### src/rtl/local_ni.sv
// local_ni: network interface on a router's local port.
// Injection side drives the router under credit flow control; ejection side
// buffers router flits in a first-word-fall-through FIFO and returns one
// credit pulse per flit consumed by the core.
module local_ni #(
  parameter int unsigned FLIT_W     = 32,
  parameter int unsigned RX_DEPTH   = 4,
  parameter int unsigned TX_CREDITS = 4
) (
  input  logic              clk,
  input  logic              rst,
  input  logic [FLIT_W-1:0] core_tx_data_i,
  input  logic              core_tx_valid_i,
  output logic              core_tx_ready_o,
  output logic [FLIT_W-1:0] local_o,
  output logic              local_valid_o,
  input  logic              tx_credit_i,
  input  logic [FLIT_W-1:0] local_i,
  input  logic              local_valid_i,
  output logic              l_incr_o,
  output logic [FLIT_W-1:0] core_rx_data_o,
  output logic              core_rx_valid_o,
  input  logic              core_rx_ready_i,
  output logic              credit_err_o,
  output logic              ovf_err_o
);

  localparam int unsigned CNT_W = $clog2(TX_CREDITS + 1);
  localparam int unsigned OCC_W = $clog2(RX_DEPTH + 1);
  localparam int unsigned PTR_W = (RX_DEPTH > 1) ? $clog2(RX_DEPTH) : 1;

  logic [CNT_W-1:0]  cnt;
  logic              fire;

  logic [FLIT_W-1:0] mem [RX_DEPTH];
  logic [PTR_W-1:0]  wr_ptr;
  logic [PTR_W-1:0]  rd_ptr;
  logic [OCC_W-1:0]  occ;
  logic              full;
  logic              pop;
  logic              push_ok;

  function automatic logic [PTR_W-1:0] ptr_inc(input logic [PTR_W-1:0] p);
    return (p == PTR_W'(RX_DEPTH - 1)) ? '0 : p + PTR_W'(1);
  endfunction

  // Ready depends only on the registered credit count.
  assign core_tx_ready_o = (cnt != '0);
  assign fire            = core_tx_valid_i & core_tx_ready_o;

  // Credit counter: spend one per fire, regain one per return pulse; saturate and flag a surplus credit.
  always_ff @(posedge clk or posedge rst) begin
    if (rst) begin
      cnt          <= CNT_W'(TX_CREDITS);
      credit_err_o <= 1'b0;
    end else begin
      case ({fire, tx_credit_i})
        2'b10:   cnt <= cnt - CNT_W'(1);
        2'b01: begin
          if (cnt == CNT_W'(TX_CREDITS)) credit_err_o <= 1'b1;
          else                           cnt          <= cnt + CNT_W'(1);
        end
        default: ;
      endcase
    end
  end

  // Registered injection path: one cycle from core to router.
  always_ff @(posedge clk or posedge rst) begin
    if (rst) begin
      local_o       <= '0;
      local_valid_o <= 1'b0;
    end else begin
      local_valid_o <= fire;
      if (fire) local_o <= core_tx_data_i;
    end
  end

  assign full            = (occ == OCC_W'(RX_DEPTH));
  assign core_rx_valid_o = (occ != '0);
  assign core_rx_data_o  = mem[rd_ptr];
  assign pop             = core_rx_valid_o & core_rx_ready_i;
  assign push_ok         = local_valid_i & (~full | pop);

  // Ejection FIFO storage, pointers and occupancy; a push into a full FIFO is dropped unless a pop frees the slot.
  always_ff @(posedge clk or posedge rst) begin
    if (rst) begin
      for (int i = 0; i < int'(RX_DEPTH); i++) mem[i] <= '0;
      wr_ptr    <= '0;
      rd_ptr    <= '0;
      occ       <= '0;
      ovf_err_o <= 1'b0;
    end else begin
      if (push_ok) begin
        mem[wr_ptr] <= local_i;
        wr_ptr      <= ptr_inc(wr_ptr);
      end
      if (pop) rd_ptr <= ptr_inc(rd_ptr);
      case ({push_ok, pop})
        2'b10:   occ <= occ + OCC_W'(1);
        2'b01:   occ <= occ - OCC_W'(1);
        default: ;
      endcase
      if (local_valid_i & full & ~pop) ovf_err_o <= 1'b1;
    end
  end

  // One credit pulse back to the router per flit the core consumes.
  always_ff @(posedge clk or posedge rst) begin
    if (rst) l_incr_o <= 1'b0;
    else     l_incr_o <= pop;
  end

endmodule

### config.mk
export PLATFORM = sky130hd
export DESIGN_NAME = local_ni
export DESIGN_NICKNAME = d
export VERILOG_FILES = /design/src/rtl/local_ni.sv
export SDC_FILE = /design/constraint.sdc
export NUM_CORES = 1
export LEC_CHECK = 0
export ABC_AREA = 1
export BUFFER_PORTS_ARGS = -buffer_cell sky130_fd_sc_hd__buf_4
export CORE_MARGIN = 3
export CORE_UTILIZATION = 40
export CTS_CLUSTER_DIAMETER = 50
export DETAILED_ROUTE_END_ITERATION = 6
export GPL_TIMING_DRIVEN = 0
export SYNTH_ARGS = -nofsm -noshare
export SYNTH_HDL_FRONTEND = slang
export SYNTH_SLANG_ARGS = --single-unit
### constraint.sdc
create_clock -name clk -period 13.98 [get_ports clk]
set_input_delay 2.097 -clock clk [delete_from_list [all_inputs] [get_ports clk]]
set_output_delay 2.097 -clock clk [all_outputs]
set_load 0.005 [all_outputs]
After elaboration in Yosys (flattened, before gate mapping)
Index checks and enable logic that the tools add are counted.
{"block": "classes", "addsub": 6, "n_lt_le_gt_ge": 3, "n_eq_ne": 9, "n_mux": 11, "bitwise": 10, "reduce_logical": 7}
{"operator": "128-bit bitwise mux", "count": 1}
{"operator": "32-bit 2-to-1 mux", "count": 3}
{"operator": "32-bit binary-select mux with 2-bit select", "count": 1}
{"operator": "32-bit demux with 2-bit select", "count": 1}
{"operator": "3-bit case mux with 2 select lines", "count": 2}
{"operator": "2-bit equality test (second input constant)", "count": 4}
{"operator": "3-bit by 1-bit adder with 3-bit output (second input constant)", "count": 2}
{"operator": "3-bit equality test (second input constant)", "count": 2}
{"operator": "3-bit >= comparator (second input constant)", "count": 2}
{"operator": "2-bit NOT with 3-bit output", "count": 2}
{"operator": "3-bit nonzero test", "count": 2}
{"operator": "3-bit by 1-bit subtractor with 3-bit output (second input constant)", "count": 2}
{"operator": "1-bit bitwise AND", "count": 5}
{"operator": "2-bit by 1-bit adder with 2-bit output (second input constant)", "count": 2}
{"operator": "2-bit by 1-bit equality test with 1-bit output (second input constant)", "count": 2}
{"operator": "2-bit 2-to-1 mux", "count": 2}
{"operator": "2-bit AND reduction", "count": 2}
{"operator": "2-bit nonzero test", "count": 2}
{"operator": "3-bit by 1-bit less-than comparator with 1-bit output (second input constant)", "count": 1}
{"operator": "3-bit 2-to-1 mux", "count": 1}
{"operator": "2-bit inequality test (second input constant)", "count": 1}
{"operator": "1-bit NOT", "count": 2}
{"operator": "1-bit logical AND", "count": 1}
{"operator": "1-bit bitwise OR", "count": 1}
{"block": "totals", "register_bits": 174, "out_inout_bits": 70, "word_cells": 59}

Longest topological paths before layout
{"block": "logic_depth", "ltp_word": 6, "depth_mapped": 12, "ltp_nobuf": 12}

Worst setup path after synthesis
No wires, ideal clock.
{"block": "synth_path", "path_kind": "input to register", "startpoint": "input port core_rx_ready_i", "endpoint": "register occ[2]", "setup_time_ps": 131, "t_arrival_ps": 3612, "required_time_ps": 13849, "setup_slack_ps": 10237, "cell_stages": 11, "path_buffers": 2, "cell_sequence": "inv_1 nand3_2 nand2_4 buf_4 buf_4 ha_1 inv_1 fa_1 a21oi_1 o21ai_0 xor2_1"}
{"block": "synth_via", "elab_chain_len": 5, "word_cells_on_any_way": 7}
{"element": "start: declaration", "line": "23", "source": "input logic core_rx_ready_i,"}
{"element": "1-bit bitwise AND *", "line": "82", "source": "assign pop = core_rx_valid_o & core_rx_ready_i;"}
{"element": "1-bit bitwise OR", "line": "83", "source": "assign push_ok = local_valid_i & (~full | pop);"}
{"element": "1-bit bitwise AND", "line": "83"}
{"element": "2-bit by 1-bit equality test with 1-bit output / 2-bit equality test (equally long branches)", "line": "99", "source": "case ({push_ok, pop})"}
{"element": "3-bit case mux with 2 select lines / 2-bit nonzero test (equally long branches)"}
{"element": "end signal: assignment", "line": "100", "source": "2'b10: occ <= occ + OCC_W'(1);"}
{"element": "end signal: assignment", "line": "101", "source": "2'b01: occ <= occ - OCC_W'(1);"}
{"element": "end: declaration", "line": "38", "source": "logic [OCC_W-1:0] occ;"}
Mark *: on every way between the ends. The rest lies on a longest branch, timed or not.
A chain may end at the register's enable or synchronous reset.

Final worst setup path
{"block": "layout_path", "startpoint": "register rd_ptr[1]", "endpoint": "output port core_rx_data_o[14]"}
{"block": "layout_via", "elab_chain_len": 4}
{"element": "start: declaration", "line": "37", "source": "logic [PTR_W-1:0] rd_ptr;"}
{"element": "start signal: assignment", "line": "98", "source": "if (pop) rd_ptr <= ptr_inc(rd_ptr);"}
{"element": "2-bit NOT with 3-bit output (not written as such)", "line": "81", "source": "assign core_rx_data_o = mem[rd_ptr];"}
{"element": "32-bit binary-select mux with 2-bit select", "line": "81"}
{"element": "32-bit 2-to-1 mux (not written as such) (2 in series)", "line": "81"}
{"element": "end: declaration", "line": "21", "source": "output logic [FLIT_W-1:0] core_rx_data_o,"}
No other way between the ends. The select of a mux whose other input is x is not followed.

==> impl_results.md <==
* Clock transition at path regs at 0.07 ns
* Area delta synth->final at 25.3%
* CTS root buf: clkbuf_16
* Leakage at ~4.9 nW
* Final Hold Fails at 0
* Setup TNS at 0 ns
* Gate count of the mapped netlist at between 900 and 1,000
* Max Root-Sink Buffers at 2
* Die Wd at approximately 150 um
* Cell Count, Final, Fillers Out at 1,384
* Ys Warns at 0
* Max Cap Viol at 0
* CTS buffer count at 17
* Die ar. at between 20,000 and 25,000 um2
* Via count at 6,883
* Required @ worst endpoint at around 12 ns
* DP HPWL at 15.6 mm
* # hold bufs at CTS at 0
* Least-Margin Pin Slew at 0.666 ns
* Initial Util at 0.412
* Crit path time final at 4.27 ns
* I/O pin count at 140
* Post-CTS setup buffer count at 0
* Total GRT Usage at 0.224
* Max-slew violations at 0
* Worst VDD drop at ~85 uV
* HP Class: register to register
* Average routed wire per standard cell at 16.8 um
* Top achievable clock speed at between 0.2 and 0.25 GHz
* Critical path peak fanout at 10
* Post-synthesis cell type count at 23
* Mapped Area at 7820 um2
* H-tree depth at 4
* Final worst-path cycle share at 0.306
* Syn_area_per_cell at 8.21 um2
* Final number of setup-violating endpoints at 0
* Filler instances at 1,866
* Share of cells above drive strength 1 at 0.190
* Critical path class: register to output pin
* TritonCTS clock tree: done
* First-pass GRT wire length at 38.0 mm
* Number of global-route vias before repair at 6,850
* Worst R2R Start: occ[0]
* Worst setup SP type: register
* Seq/Total Area, Yosys at 0.557
* Initial antenna violation count at 0
* CTS sink count at 174
* Post-Route WL at 23.3 mm
* Rel. slew slack at 0.556
* GP Congestion at just under 0.8
* Final Skew at 0.0120 ns
* Pre-antenna DRT Iters at 5
* # nets final at 1,189
* Post_cts resized at 0
* ANT cells at 0
* Synth Register Bits at about 170
* Hold_sp: ovf_err_o
* Mapped Nets at between 1,000 and 1,500
* Crit. Startpoint: rd_ptr[1]
* Cell row count at 50
* CP arrival at 2.18 ns
* Global route total overflow at 0
* Largest net degree at the start of global routing at 119
* Starting DRT DRC Count at 552
* Die Y at 146 um
* Post-Place Cells at 1,352
* IO Port Bufs at 139
* Pwr/cell area at 234 nW/um2
* Drt via density at 4.97
* Placeable Area at between 15,000 and 20,000 um2
* Drt drc at 0
* Unrepaired setup endpoints after global routing: false
* Clock latency on the worst-skew pair at 0.43 ns
* Outcome: completed
* DRT antenna net count at 0
* Hold Slack at 0.471 ns
* CP Capture Type: output pin
==> synth_stat cells, drive strengths merged <==
| library cell | n | area (um2) |
|---|---|---|
| nand2 | 371 | 1400 |
| o21ai | 198 | 991 |
| dfrtp | 173 | 4330 |
| nor2 | 71 | 279 |
| buf | 32 | 188 |
| clkbuf | 32 | 120 |
| o22ai | 32 | 200 |
| inv | 21 | 78.8 |
| ha | 6 | 75.1 |
| nand3 | 6 | 35.0 |
| a21oi | 2 | 10.0 |
| fa | 2 | 40.0 |
| o21bai | 2 | 15.0 |
| xor2 | 2 | 17.5 |
| dfstp | 1 | 26.3 |
| xnor2 | 1 | 8.76 |
==> power breakdown <==
| part | switching (mW) | leakage, nW | internal (mW) |
|---|---|---|---|
| registers | 0.111 | 2.16 | 0.722 |
| clock network | 0.203 | 0.265 | 0.267 |
| logic | 0.590 | 2.53 | 0.393 |
==> layer usage <==
metal / up-vias / wire length [um] / global-route usage
met5: - / 0 / 0
met4: 0 / 223 / 0.0456
met3: 20 / 1180 / 0.0417
met2: 174 / 11100 / 0.358
met1: 3284 / 10800 / 0.321
li1: 3405 / - / -
==> cells in the final DEF, fill, tap and decap left out, drive strengths merged <==
| master | count |
|---|---|
| a21oi | 2 |
| dfstp | 1 |
| nor2 | 71 |
| buf | 172 |
| bufinv | 2 |
| clkbuf | 53 |
| ha | 6 |
| nand3 | 6 |
| nand2 | 371 |
| clkinvlp | 5 |
| fa | 2 |
| dfrtp | 173 |
| o21ai | 198 |
| clkinv | 4 |
| o22ai | 32 |
| xnor2 | 1 |
| inv | 21 |
| o21bai | 2 |
| xor2 | 2 |
==> flip-flops by register name, summed over array words and instances, names as in the netlist <==
register	count
mem	128
l_incr_o	1
rd_ptr	2
local_o	32
wr_ptr	2
credit_err_o	1
cnt	3
local_valid_o	1
occ	3
ovf_err_o	1
==> path summary, 6_finish.rpt <==
check | to | slack [ns] | cells after the start
max | core_rx_data_o[14] | 9.71 | 5
max in group asynchronous | mem[102] | 11.40 | 3
min in group asynchronous | local_o[0] | 1.68 | 2
max reg2reg | occ[2] | 11.58 | 11
min | ovf_err_o | 0.47 | 1
min reg2reg | ovf_err_o | 0.47 | 1
==> final cells by class <==
type	count	area, um2	share of cell area
buffer	64	308	0.0314
clock buffer	21	450	0.0460
clock inverter	11	121	0.0124
inverter	21	86.3	0.00882
multi-input combinational	693	3070	0.314
sequential	174	4360	0.445
tap	260	325	0.0332
timing repair buffer	140	1070	0.109
==> critical path: stages, from the launching register on <==
cell and delay (ns):
dfrtp_1 0.49, inv_1 0.26, clkbuf_1 0.42, o21ai_0 0.16
o22ai_1 0.25, buf_4 0.17
==> metrics by stage <==
step | setup slack, ns | total power [mW] | area [um2] | utilization
after floorplan | 7.17 | 1.38 | 7820 | -
after global placement | 4.83 | 1.81 | 9190 | 0.485
after detailed placement | 9.87 | 1.83 | 9220 | 0.486
after CTS | 9.73 | 2.30 | 9790 | 0.517
after global routing | 9.59 | 2.47 | 9790 | 0.517
final | 9.71 | 2.29 | 9790 | 0.517
==> cell families after synthesis <==
family	after synthesis	synth area share
flip-flops	174	0.557
buffers and inverters	85	0.0495
AND/OR/NAND/NOR	448	0.220
XOR/XNOR	3	0.00336
AO/OA/AOI/OAI	234	0.156
adder cells (fa/ha/maj)	8	0.0147
(Power assumes the default switching activity.)
